--- src/rtl/sonar_pkg.sv ---
// Shared types and default timing constants for the sonar echo ranger.
package sonar_pkg;

  typedef enum logic [2:0] {
    IDLE,
    TRIG,
    WAIT_RISE,
    MEASURE,
    DONE,
    FILT,
    FAIL,
    HOLD
  } state_e;

  localparam int CLK_PER_US_DEF = 100;
  localparam int TRIG_US_DEF    = 10;
  localparam int CYCLE_US_DEF   = 60000;
  localparam int TIMEOUT_US_DEF = 38000;
  localparam int US_PER_CM_DEF  = 58;
  localparam int DIST_W_DEF     = 20;

endpackage

--- src/rtl/sonar_median3.sv ---
// Median-of-three filter over the last three accepted results.
// Until the window holds three entries the newest value passes through unchanged.
module sonar_median3
  import sonar_pkg::*;
#(
  parameter int W = DIST_W_DEF
) (
  input  logic         clk,
  input  logic         rst,
  input  logic         in_valid,
  input  logic [W-1:0] in_data,
  output logic         out_valid,
  output logic [W-1:0] out_data
);

  logic [W-1:0] win_q [3];
  logic [W-1:0] win_d [3];
  logic [1:0]   fill_q, fill_d;
  logic         out_valid_q;
  logic [W-1:0] lo, hi, hi_c, med;

  always_comb begin
    win_d[0] = in_valid ? in_data : win_q[0];
  end

  genvar gi;
  generate
    for (gi = 1; gi < 3; gi++) begin : g_shift
      always_comb begin
        win_d[gi] = in_valid ? win_q[gi-1] : win_q[gi];
      end
    end
    for (gi = 0; gi < 3; gi++) begin : g_win
      always_ff @(posedge clk) begin
        if (rst) win_q[gi] <= '0;
        else     win_q[gi] <= win_d[gi];
      end
    end
  endgenerate

  always_comb begin
    fill_d = fill_q;
    if (in_valid && fill_q != 2'd3) fill_d = fill_q + 2'd1;
  end

  always_ff @(posedge clk) begin
    if (rst) begin
      fill_q      <= '0;
      out_valid_q <= 1'b0;
    end else begin
      fill_q      <= fill_d;
      out_valid_q <= in_valid;
    end
  end

  // med = max(min(a,b), min(max(a,b), c))
  always_comb begin
    lo   = (win_q[0] < win_q[1]) ? win_q[0] : win_q[1];
    hi   = (win_q[0] < win_q[1]) ? win_q[1] : win_q[0];
    hi_c = (hi < win_q[2]) ? hi : win_q[2];
    med  = (lo > hi_c) ? lo : hi_c;
  end

  assign out_valid = out_valid_q;
  assign out_data  = (fill_q == 2'd3) ? med : win_q[0];

endmodule

--- src/rtl/sonar_echo_ranger.sv ---
// HC-SR04-style ranger: periodic trigger, echo width timing, conversion to whole cm.
// Define SONAR_MEDIAN_EN to median-filter the last three good results.
module sonar_echo_ranger
  import sonar_pkg::*;
#(
  parameter int CLK_PER_US = CLK_PER_US_DEF,
  parameter int TRIG_US    = TRIG_US_DEF,
  parameter int CYCLE_US   = CYCLE_US_DEF,
  parameter int TIMEOUT_US = TIMEOUT_US_DEF,
  parameter int US_PER_CM  = US_PER_CM_DEF,
  parameter int DIST_W     = DIST_W_DEF
) (
  input  logic              clk,
  input  logic              rst,
  input  logic              echo,
  output logic              trigger,
  output logic [DIST_W-1:0] distance,
  output logic              dist_valid,
  output logic              timeout
);

  localparam int PW = $clog2(CLK_PER_US + 1);
  // Wide enough for a full trigger + rise wait + max echo even if that overruns the period.
  localparam int CW = $clog2(CYCLE_US + TRIG_US + 2 * TIMEOUT_US + 2);
  localparam int TW = $clog2(TIMEOUT_US + 1);
  localparam int UW = $clog2(US_PER_CM + 1);

  state_e            state_q, state_d;
  logic              echo_meta_q, echo_sync_q, echo_prev_q;
  logic [PW-1:0]     pre_q, pre_d;
  logic [CW-1:0]     cyc_q, cyc_d;
  logic [TW-1:0]     wait_q, wait_d;
  logic [UW-1:0]     us_cnt_q, us_cnt_d;
  logic [DIST_W-1:0] cm_cnt_q, cm_cnt_d;
  logic [DIST_W-1:0] distance_q, distance_d;
  logic              trigger_q, trigger_d;
  logic              dist_valid_q, dist_valid_d;
  logic              timeout_q, timeout_d;
  logic              us_tick, echo_rise, echo_fall, wait_expired;

  assign us_tick      = (pre_q == PW'(CLK_PER_US - 1));
  assign echo_rise    = echo_sync_q & ~echo_prev_q;
  assign echo_fall    = ~echo_sync_q & echo_prev_q;
  assign wait_expired = us_tick && (wait_q == TW'(TIMEOUT_US - 1));
  assign pre_d        = us_tick ? '0 : pre_q + 1'b1;

`ifdef SONAR_MEDIAN_EN
  logic              med_in_valid;
  logic              med_valid;
  logic [DIST_W-1:0] med_out;

  sonar_median3 #(.W(DIST_W)) u_median (
    .clk      (clk),
    .rst      (rst),
    .in_valid (med_in_valid),
    .in_data  (cm_cnt_q),
    .out_valid(med_valid),
    .out_data (med_out)
  );
`endif

  always_comb begin
    state_d      = state_q;
    cyc_d        = us_tick ? cyc_q + 1'b1 : cyc_q;
    wait_d       = us_tick ? wait_q + 1'b1 : wait_q;
    us_cnt_d     = us_cnt_q;
    cm_cnt_d     = cm_cnt_q;
    distance_d   = distance_q;
    dist_valid_d = 1'b0;
    timeout_d    = timeout_q;
`ifdef SONAR_MEDIAN_EN
    med_in_valid = 1'b0;
`endif
    case (state_q)
      IDLE: if (us_tick) state_d = TRIG;
      TRIG: begin
        if (us_tick && cyc_q == CW'(TRIG_US - 1)) begin
          state_d = WAIT_RISE;
          wait_d  = '0;
        end
      end
      WAIT_RISE: begin
        if (echo_rise) begin
          state_d  = MEASURE;
          wait_d   = '0;
          us_cnt_d = '0;
          cm_cnt_d = '0;
        end else if (wait_expired) begin
          state_d = FAIL;
        end
      end
      MEASURE: begin
        if (us_tick) begin
          if (us_cnt_q == UW'(US_PER_CM - 1)) begin
            us_cnt_d = '0;
            if (cm_cnt_q != '1) cm_cnt_d = cm_cnt_q + 1'b1;
          end else begin
            us_cnt_d = us_cnt_q + 1'b1;
          end
        end
        if (echo_fall)         state_d = DONE;
        else if (wait_expired) state_d = FAIL;
      end
      DONE: begin
        timeout_d = 1'b0;
`ifdef SONAR_MEDIAN_EN
        med_in_valid = 1'b1;
        state_d      = FILT;
`else
        distance_d   = cm_cnt_q;
        dist_valid_d = 1'b1;
        state_d      = HOLD;
`endif
      end
`ifdef SONAR_MEDIAN_EN
      FILT: begin
        if (med_valid) distance_d = med_out;
        dist_valid_d = med_valid;
        state_d      = HOLD;
      end
`endif
      FAIL: begin
        timeout_d = 1'b1;
        state_d   = HOLD;
      end
      HOLD: if (us_tick && cyc_q >= CW'(CYCLE_US - 1)) state_d = TRIG;
      default: state_d = IDLE;
    endcase
    if (state_d == TRIG && state_q != TRIG) cyc_d = '0;
    trigger_d = (state_d == TRIG);
  end

  always_ff @(posedge clk) begin
    if (rst) begin
      state_q      <= IDLE;
      echo_meta_q  <= 1'b0;
      echo_sync_q  <= 1'b0;
      echo_prev_q  <= 1'b0;
      pre_q        <= '0;
      cyc_q        <= '0;
      wait_q       <= '0;
      us_cnt_q     <= '0;
      cm_cnt_q     <= '0;
      distance_q   <= '0;
      trigger_q    <= 1'b0;
      dist_valid_q <= 1'b0;
      timeout_q    <= 1'b0;
    end else begin
      state_q      <= state_d;
      echo_meta_q  <= echo;
      echo_sync_q  <= echo_meta_q;
      echo_prev_q  <= echo_sync_q;
      pre_q        <= pre_d;
      cyc_q        <= cyc_d;
      wait_q       <= wait_d;
      us_cnt_q     <= us_cnt_d;
      cm_cnt_q     <= cm_cnt_d;
      distance_q   <= distance_d;
      trigger_q    <= trigger_d;
      dist_valid_q <= dist_valid_d;
      timeout_q    <= timeout_d;
    end
  end

  assign trigger    = trigger_q;
  assign distance   = distance_q;
  assign dist_valid = dist_valid_q;
  assign timeout    = timeout_q;

endmodule
--- config.mk ---
export PLATFORM = sky130hd
export DESIGN_NAME = sonar_echo_ranger
export DESIGN_NICKNAME = d
export VERILOG_FILES = /design/src/rtl/sonar_pkg.sv /design/src/rtl/sonar_median3.sv /design/src/rtl/sonar_echo_ranger.sv
export SDC_FILE = /design/constraint.sdc
export NUM_CORES = 1
export LEC_CHECK = 0
export BUFFER_PORTS_ARGS = -buffer_cell sky130_fd_sc_hd__buf_2
export CAP_MARGIN = 20
export CORE_MARGIN = 2
export CORE_UTILIZATION = 50
export DETAILED_ROUTE_END_ITERATION = 16
export PLACE_DENSITY = 0.79
export SLEW_MARGIN = 20
export SYNTH_ARGS = -nofsm -noshare
export SYNTH_HDL_FRONTEND = slang
export SYNTH_SLANG_ARGS = --single-unit
--- constraint.sdc ---
create_clock -name clk -period 2.07 [get_ports clk]
set_input_delay 0 -clock clk [delete_from_list [all_inputs] [get_ports clk]]
set_output_delay 0 -clock clk [all_outputs]
set_load 0.1 [all_outputs]
### Word level (Yosys, flattened, before mapping)

Cells that the tools add are included.

| storage, ports and cells | value |
|---|---|
| input port bits | 3 |
| register bits after elaboration | 96 |
| bits in latches | 0 |
| memories kept | 0 |
| memory bits (writable) | 0 |
| bits in read-only memories | 0 |
| output and inout bits | 23 |

| cells by class | value |
|---|---|
| mux-type cells | 22 |
| bitwise gates (word level) | 4 |
| multipliers | 0 |
| add/subtract/negate cells | 5 |
| divide/modulo/power cells | 0 |
| $lt $le $gt $ge | 1 |
| shift operators | 0 |
| equality and inequality tests | 17 |
| reductions and logical operators | 12 |

Operator list:

| operator | number |
|---|---|
| 2-to-1 mux 20 bit | 4 |
| 2-to-1 mux 16 bit | 3 |
| one-hot mux 20 bit (2 select lines) | 1 |
| one-hot mux 16 bit (2 select lines) | 1 |
| adder 20 x 1 -> 20 bit (second input constant) | 1 |
| inequality test 20 bit (second input constant) | 1 |
| adder 18 x 1 -> 18 bit (second input constant) | 1 |
| equality test 18 x 4 -> 1 bit (second input constant) | 1 |
| greater-or-equal comparator 18 x 16 -> 1 bit (second input constant) | 1 |
| 2-to-1 mux 3 bit | 6 |
| 2-to-1 mux 6 bit | 3 |
| one-hot mux 3 bit (6 select lines) | 1 |
| adder 16 x 1 -> 16 bit (second input constant) | 1 |
| equality test 16 bit (second input constant) | 1 |
| one-hot mux 6 bit (2 select lines) | 1 |
| equality test 3 bit (second input constant) | 3 |
| inequality test 2 bit (second input constant) | 4 |
| adder 7 x 1 -> 7 bit (second input constant) | 1 |
| equality test 7 bit (second input constant) | 1 |
| adder 6 x 1 -> 6 bit (second input constant) | 1 |
| equality test 3 x 1 -> 1 bit (second input constant) | 2 |
| equality test 3 x 2 -> 1 bit (second input constant) | 2 |
| equality test 6 bit (second input constant) | 1 |
| OR reduction 2 bit | 3 |
| 10 further kinds | 16 |

### Depth between registers and ports, before layout

Gate-level depths: netlist of the first run.

| depth | value |
|---|---|
| depth after elaboration | 8 |
| depth in mapped cells | 9 |

### Least setup slack after synthesis of the first run

No wires, ideal clock.

| timing | value |
|---|---|
| path kind | register to register |
| start point | register cyc_q[0] |
| end point | register state_q[1] |
| arrival | 1.921 ns |
| slack | 0.063 ns |
| path buffers | 1 |
| clock period less this slack | 2.007 ns |
| stages on the path, launching flop included | 8 |
| path through | dfxtp_1 ha_1 and4_1 or4_1 a31oi_1 nor3_2 buf_6 a211oi_1 |

| on the way | value |
|---|---|
| cells in the longest elaborated chain, start to end | 4 |

RTL lines:

| what | RTL line | source |
|---|---|---|
| from (decl) | sonar_echo_ranger.sv:31 | `logic [CW-1:0] cyc_q, cyc_d;` |
| from (signal assigned) | sonar_echo_ranger.sv:154 | `cyc_q <= cyc_d;` |
| greater-or-equal comparator 18 x 16 -> 1 bit or equality test 18 x 4 -> 1 bit (tied branches) | sonar_echo_ranger.sv:126, sonar_echo_ranger.sv:77 |  |
| logical AND 1 bit (on tied branches) | sonar_echo_ranger.sv:126, sonar_echo_ranger.sv:77 |  |
| 2-to-1 mux 3 bit (on tied branches) | sonar_echo_ranger.sv:126, sonar_echo_ranger.sv:77 |  |
| one-hot mux 3 bit (6 select lines) * | sonar_echo_ranger.sv:74 | `case (state_q)` |
| to (signal assigned) | sonar_echo_ranger.sv:149 | `state_q <= state_d;` |
| to (decl) | sonar_echo_ranger.sv:28 | `state_e state_q, state_d;` |

Mark *: on every way between the ends. The rest lies on a longest branch, timed or not.
A chain may end at the register's enable or synchronous reset.

### Final worst setup path of the first run

| timing | value |
|---|---|
| start point | register pre_q[1] |
| end point | register cyc_q[11] |

| on the way | value |
|---|---|
| cells in the longest elaborated chain, start to end | 8 |

RTL lines:

| what | RTL line | source |
|---|---|---|
| from (decl) | sonar_echo_ranger.sv:30 | `logic [PW-1:0] pre_q, pre_d;` |
| from (signal assigned) | sonar_echo_ranger.sv:153 | `pre_q <= pre_d;` |
| equality test 7 bit * | sonar_echo_ranger.sv:41 | `assign us_tick = (pre_q == PW'(CLK_PER_US - 1));` |
| logical AND 1 bit | sonar_echo_ranger.sv:44 | `assign wait_expired = us_tick && (wait_q == TW'(TIMEOUT_US - 1));` |
| 2-to-1 mux 3 bit | sonar_echo_ranger.sv:88, sonar_echo_ranger.sv:102 |  |
| 2-to-1 mux 3 bit (on tied branches) | sonar_echo_ranger.sv:101, sonar_echo_ranger.sv:83 |  |
| one-hot mux 3 bit (6 select lines) | sonar_echo_ranger.sv:74 |  |
| equality test 3 x 1 -> 1 bit | sonar_echo_ranger.sv:129 | `if (state_d == TRIG && state_q != TRIG) cyc_d = '0;` |
| logical AND 1 bit | sonar_echo_ranger.sv:129 |  |
| OR reduction 2 bit (no source line) | n/a |  |

Marked as above.

==> impl_results.md, run 1 <==
- Setup tns final: -0.02515 ns
- Vias in the first global route: around 3800
- Initial Util: 50.60%
- Cell family with most CP delay: compound AO/OA/AOI/OAI gates
- Die ar.: around 10000 um2
- Vias: roughly 4100
- Area delta synth->final: 18.00%
- Unique cell type count in the Yosys netlist: 53
- WL/cell: 15.44 um
- Mux cell area share after synthesis: 0.6786%
- Lkg Pwr: 1.901 nW
- Rows: 35
- Final #Nets: 588
- Critical Path Max Stage Delay: around 0.38 ns
- Die X: approximately 100 um
- Setup violators final: 3
- EDFF count, synth: 0
- Root Buffer Master: clkbuf_8
- Setup WS post-layout: -0.01478 ns
- Filler cells: 790
- Cell Area, Placed: 4986 um2
- Total routed wirelength: roughly 11000 um
- RePlAce Congestion: 0.8297
- HP Start: rst
- VDD IR-drop max: ~430 uV
- Power density over the cells: between 600 and 700 nW/um2
- Synthesized Nets: 542
- Via density: 5.921
- XOR/XNOR share of the synthesized area: 7.980%
- CP Launch Type: register
- Layout cells sized above 1: 21.10%
- RSZ-0062 raised after global routing: true
- Core box area: slightly above 9000 um2
- Status: finished, violations left
- Final core utilization: 59.71%
- R2R setup slack: -0.01 ns
- H-Tree Depth: 3
- Initial DRT Pass Iterations: 5
- Fin. max-slew vios: 0
- FF-to-FF Start: pre_q[1]
- Ys flop type: dfxtp_1
- Worst Setup SP: pre_q[1]
- Rel. slew slack: 66.43%
- Minimum clock period after layout: 2.085 ns
- Power Total: between 3 and 4 mW
- Final Cell Area: 5439 um2
- Post-synthesis cell area: 4609 um2
- Antenna Violating Nets Remaining: 0
- Antenna violations before repair: 0
- Gate Count Post-Synth: 532
- CTS tree: yes
- Crit path cell chain: ha_4 > and4bb_4 > nand4_1 > o41ai_4 > nor3_2 > buf_4 > clkbuf_16 > a211oi_2
- PortBufs: 25
- Largest net degree at the start of global routing: 37
- Post-synthesis sequential area ratio: around two fifths
- FMAX: ~480 MHz
- Seq cells post-synth: between 90 and 100
- Final Hold Viols: 0
- Skew final: just under 0.01 ns
- Critical path endpoint category: register
- Total track usage: 21.23%
- Buf/Inv on CP: 2
- Synth Area in Simple Gates: roughly 29%
- Worst path arrival time: 2.37 ns
- DRT iter0 DRCs: 220
- Clk Latency, worst-skew pair: 0.37 ns
- Ys async rst share: 0%
- Die height: 100.0 um
- CTS Sinks: 96
- Required @ worst endpoint: 2.36 ns
- Detail Placement HPWL: 6750 um
- Gr ovfl total: 0
- Largest family of logic cells by synthesized area: simple AND/OR/NAND/NOR gates
- Final period utilization: 100.7%
- Top Ports: 26
- Yosys Warn Count: 0
- N_diodes: 0
- DR DRC count: 0
- Post-synthesis compound-gate area fraction: 14.79%
- First-pass GRT wire length: 17350 um
- Worst slew pin tran: between 0.4 and 0.5 ns
- Failing checks: setup timing
- Adder-cell area share of the yosys netlist: 1.900%
- Clk slew on worst S/H paths: around 0.1 ns
- Max cap viols: 0
- Worst min path class: input pin to register
- CTS max path bufs: 2
- Crit Path Max Fanout: 9
- Post-Syn Area per Cell: roughly 8.7 um2
- Num CTS Buffers: 9
- WS Path Type: register to register
- Slowest CP cell: o41ai_4
==> through the flow <==
| stage | setup WS [ns] | std cells | hold slack (ns) |
|---|---|---|---|
| finish | -0.01478 | 694 | 0.08513 |
| global placement | 0.08413 | 667 | 0.2155 |
| detailed placement | -0.06755 | 667 | 0.2204 |
| CTS | 0.03834 | 684 | 0.06660 |
| global route | -0.08227 | 694 | 0.1352 |
| floorplan | 0.06347 | 532 | 0.1282 |
==> cell type report <==
type                       count  area, um2  share of cell area [%]
sequential                    96       1932                   35.52
clock buffer                  11      131.4                   2.415
clock inverter                 5      56.30                   1.035
tap                          111      138.9                   2.553
multi-input combinational    401       2661                   48.93
timing repair buffer          63      493.0                   9.064
inverter                       7      26.28                  0.4831
==> power breakdown <==
part           leakage (nW)  switching, mW  internal [mW]
Clock                0.0937          0.655          0.560
Combinational          1.03          0.274          0.169
Sequential            0.776         0.0178           1.86
==> final timing paths <==
check	end	cells after the start
max reg2reg	cyc_q[11]	8
min	echo_sync_q	2
max	cyc_q[11]	8
min reg2reg	echo_sync_q	1
==> cell usage after synthesis, drive strengths merged (2+ instances only) <==
master,n,share of area [%]
dfxtp,96,42
nand2,68,5.5
a21oi,45,4.9
nor2,39,3.5
nand3,28,3.0
xnor2,22,4.2
a211oi,21,4.5
xor2,20,3.8
clkbuf,19,1.5
nor3,18,2.1
or4,16,2.6
nand4,15,2.0
o31ai,13,2.1
and3,12,1.6
o21ai,11,1.2
buf,10,1.7
nand2b,8,1.1
ha,7,1.9
inv,7,0.57
nor4,7,1.4
nor2b,6,0.81
or3,6,0.81
and2,5,0.68
and4,4,0.76
nand3b,3,0.49
a211o,2,0.38
a21boi,2,0.33
a31oi,2,0.27
mux2i,2,0.43
nor4b,2,0.38
o2111ai,2,0.38
or2,2,0.27
==> layout by cell type (no fill, tap or decap), types with 11 or more instances in the layout <==
| master | instances |
|---|---|
| a21oi_1 | 45 |
| buf_2 | 25 |
| nor3_1 | 15 |
| a211oi_2 | 15 |
| nand3_1 | 28 |
| buf_4 | 31 |
| xnor2_1 | 22 |
| or4_1 | 14 |
| xor2_1 | 20 |
| nor2_1 | 38 |
| nand2_1 | 68 |
| o31ai_1 | 12 |
| nand4_1 | 15 |
| and3_1 | 11 |
| dfxtp_1 | 92 |
==> registers in the layout, indices dropped and copies added, names as in the netlist <==
register     count
pre_q            7
us_cnt_q         6
distance        20
echo_meta_q      1
wait_q          16
cyc_q           18
cm_cnt_q        20
echo_prev_q      1
trigger          1
echo_sync_q      1
dist_valid       1
state_q          3
timeout          1
==> cell families after synthesis <==
kind of cell             after synthesis
AO/OA/AOI/OAI                        102
XOR/XNOR                              42
adder cells (fa/ha/maj)                7
buffers and inverters                 36
flip-flops                            96
multiplexers                           3
AND/OR/NAND/NOR                      246
==> repair_timing <==
action,4_1_cts,5_1_grt
pin swaps,0,7
resized for setup,5,26
setup endpoints to repair,26,36
setup buffers,0,8
hold endpoints to repair,1,0
hold buffers,1,0
gates cloned,0,2
==> metal layers <==
layer | wire length (um) | vias to the layer above | track usage [%] | part of all wire (%)
met4 | 243 | 0 | 7.798 | 2.3
met5 | 0 | - | 0 | 0
li1 | - | 2012 | - | -
met1 | 4701 | 1986 | 26.33 | 44
met2 | 5439 | 88 | 37.01 | 51
met3 | 331 | 23 | 3.760 | 3.1
No activity file was read; power rests on OpenSTA's default activity.
==> run 2, diff against run 1 <==
BUFFER_PORTS_ARGS = -buffer_cell sky130_fd_sc_hd__buf_4   (was -buffer_cell sky130_fd_sc_hd__buf_2)
==> run 2 against run 1 <==
Effect of this change:
- the run now ends clean
- sequential power hardly changed
- cell count fell by 0.29%
- clock power shrank 6%
- routed wire length shrank 8.2%
- critical path type unchanged
- highest routed layer unchanged
==> impl_results.md, run 2 (synthesis gave the netlist of run 1 again) <==
- Status: finished, final reports clean
- RR Endpoint: cyc_q[1]
- R2R setup slack: 0.07 ns
- Fin. max-slew vios: 0
- Crit Path Max Fanout: 8
- FF-to-FF Start: cyc_q[0]
- Die ar.: 10000 um2
- Worst slew pin tran: 0.4428 ns
- Minimum clock period after layout: 2.002 ns
- Hold path depth: 3
- Core box area: 9109 um2
- CTS Sinks: 96
- Final hold slack: 0.3837 ns
- WL/cell: 14.22 um
- CTS max path bufs: 2
- Max cap viols: 0
- Final Cell Area: 5380 um2
- Antenna violations before repair: 0
- Initial Util: 50.60%
- RePlAce Congestion: 0.8646
- Setup tns final: 0 ns
- Worst min path class: input pin to register
- Root Buffer Master: clkbuf_8
- Area delta synth->final: 16.72%
- Initial DRT Pass Iterations: 4
- Hold EP: echo_meta_q
- N_diodes: 0
- First-pass GRT wire length: 16780 um
- Via density: 5.803
- Setup violators final: 0
- Detail Placement HPWL: 6779 um
- CTS tree: yes
- Register-to-Register Path Depth: 7
- Cell Area, Placed: 5079 um2
- Vias in the first global route: 3802
- Post-Place Cells: 671
- Vias: 4016
- Worst path arrival time: 2.28 ns
- VDD IR-drop max: 307.1 uV
- Num CTS Buffers: 9
- CP Launch Type: register
- DR DRC count: 0
- Required @ worst endpoint: 2.35 ns
- Die height: 100.0 um
- Skew final: 0.01238 ns
- Final instance count without filler cells: about 690
- Power density over the cells: 632.9 nW/um2
- PortBufs: 25
- Clk Latency, worst-skew pair: roughly 0.37 ns
- Critical path endpoint category: register
- Final #Nets: 586
- Antenna Violating Nets Remaining: 0
- Final Hold Viols: 0
- DRT iter0 DRCs: 163
- Most frequent cells in the layout: dfxtp_1 (94), nand2_1 (68), buf_4 (55)
- Die X: 100.0 um
- Rows: 35
- Clk slew on worst S/H paths: 0.09 ns
- Total track usage: 20.51%
- Final core utilization: between 50% and 60%
- H-Tree Depth: 3
- FMAX: about 500 MHz
- Rel. slew slack: between 70% and 80%
- Total routed wirelength: approximately 9800 um
- WS Path Type: register to register
- Lkg Pwr: between 1.5 and 2 nW
- Gr ovfl total: 0
- Final period utilization: 96.73%
- HP Start: echo
- Top Ports: 26
- Commonest non-fill, non-tap cell in the layout: dfxtp_1
- Layout cells sized above 1: 18.93%
- Largest net degree at the start of global routing: 39
[run 2: timing repair]
action,4_1_cts,5_1_grt
hold endpoints to repair,2,0
buffers inserted,0,2
pin swaps,0,7
gates resized for setup,3,13
endpoints found under the setup margin,8,30
cloned,0,1
hold buffers,2,0
[run 2: worst max path at each step]
stage	endpoint	startpoint	slack (ns)
floorplan	state_q[1]	cyc_q[0]	0.06
global placement	cyc_q[5]	cyc_q[1]	0.10
detailed placement	cyc_q[6]	cyc_q[1]	-0.003
CTS	cyc_q[4]	cyc_q[1]	0.03
global route	cyc_q[15]	pre_q[1]	-0.004
finish	cyc_q[1]	cyc_q[0]	0.07
[run 2: stage by stage]
step           setup WS [ns]  power (mW)
2_1_floorplan        0.06347       2.162
3_3_place_gp          0.1010       2.277
3_5_place_dp       -0.002951       2.287
4_1_cts              0.03449       3.422
5_1_grt            -0.003586       3.538
6_report             0.06777       3.405
[run 2: cell type report]
cell class                 count  area, um2
inverter                       7      26.28
timing repair buffer          61      513.0
tap                          111      138.9
sequential                    96       1924
clock inverter                 5      41.29
clock buffer                  11      141.4
fill                         810       3729
multi-input combinational    401       2595
[run 2: critical path: stages (launching register included)]
cell and delay, ns:
dfxtp_1 0.34, ha_1 0.22, and4_1 0.22, or4_4 0.43
a31oi_4 0.22, nor3_2 0.10, buf_4 0.19, a211oi_1 0.19
[run 2: layer usage]
layer  vias to the layer above  global-route usage (%)  share of wire (%)  wire (um)
met3                        18                   2.855                3.0        299
met5                         -                       0                  0          0
li1                       2001                       -                  -          -
met1                      1922                   24.78                 44       4346
met2                        75                   36.64                 51       4982
met4                         0                   8.430                2.1        210
[run 2: power breakdown]
group          internal (mW)  switching (mW)
Clock                  0.479           0.668
Combinational          0.141           0.238
Sequential              1.87          0.0140
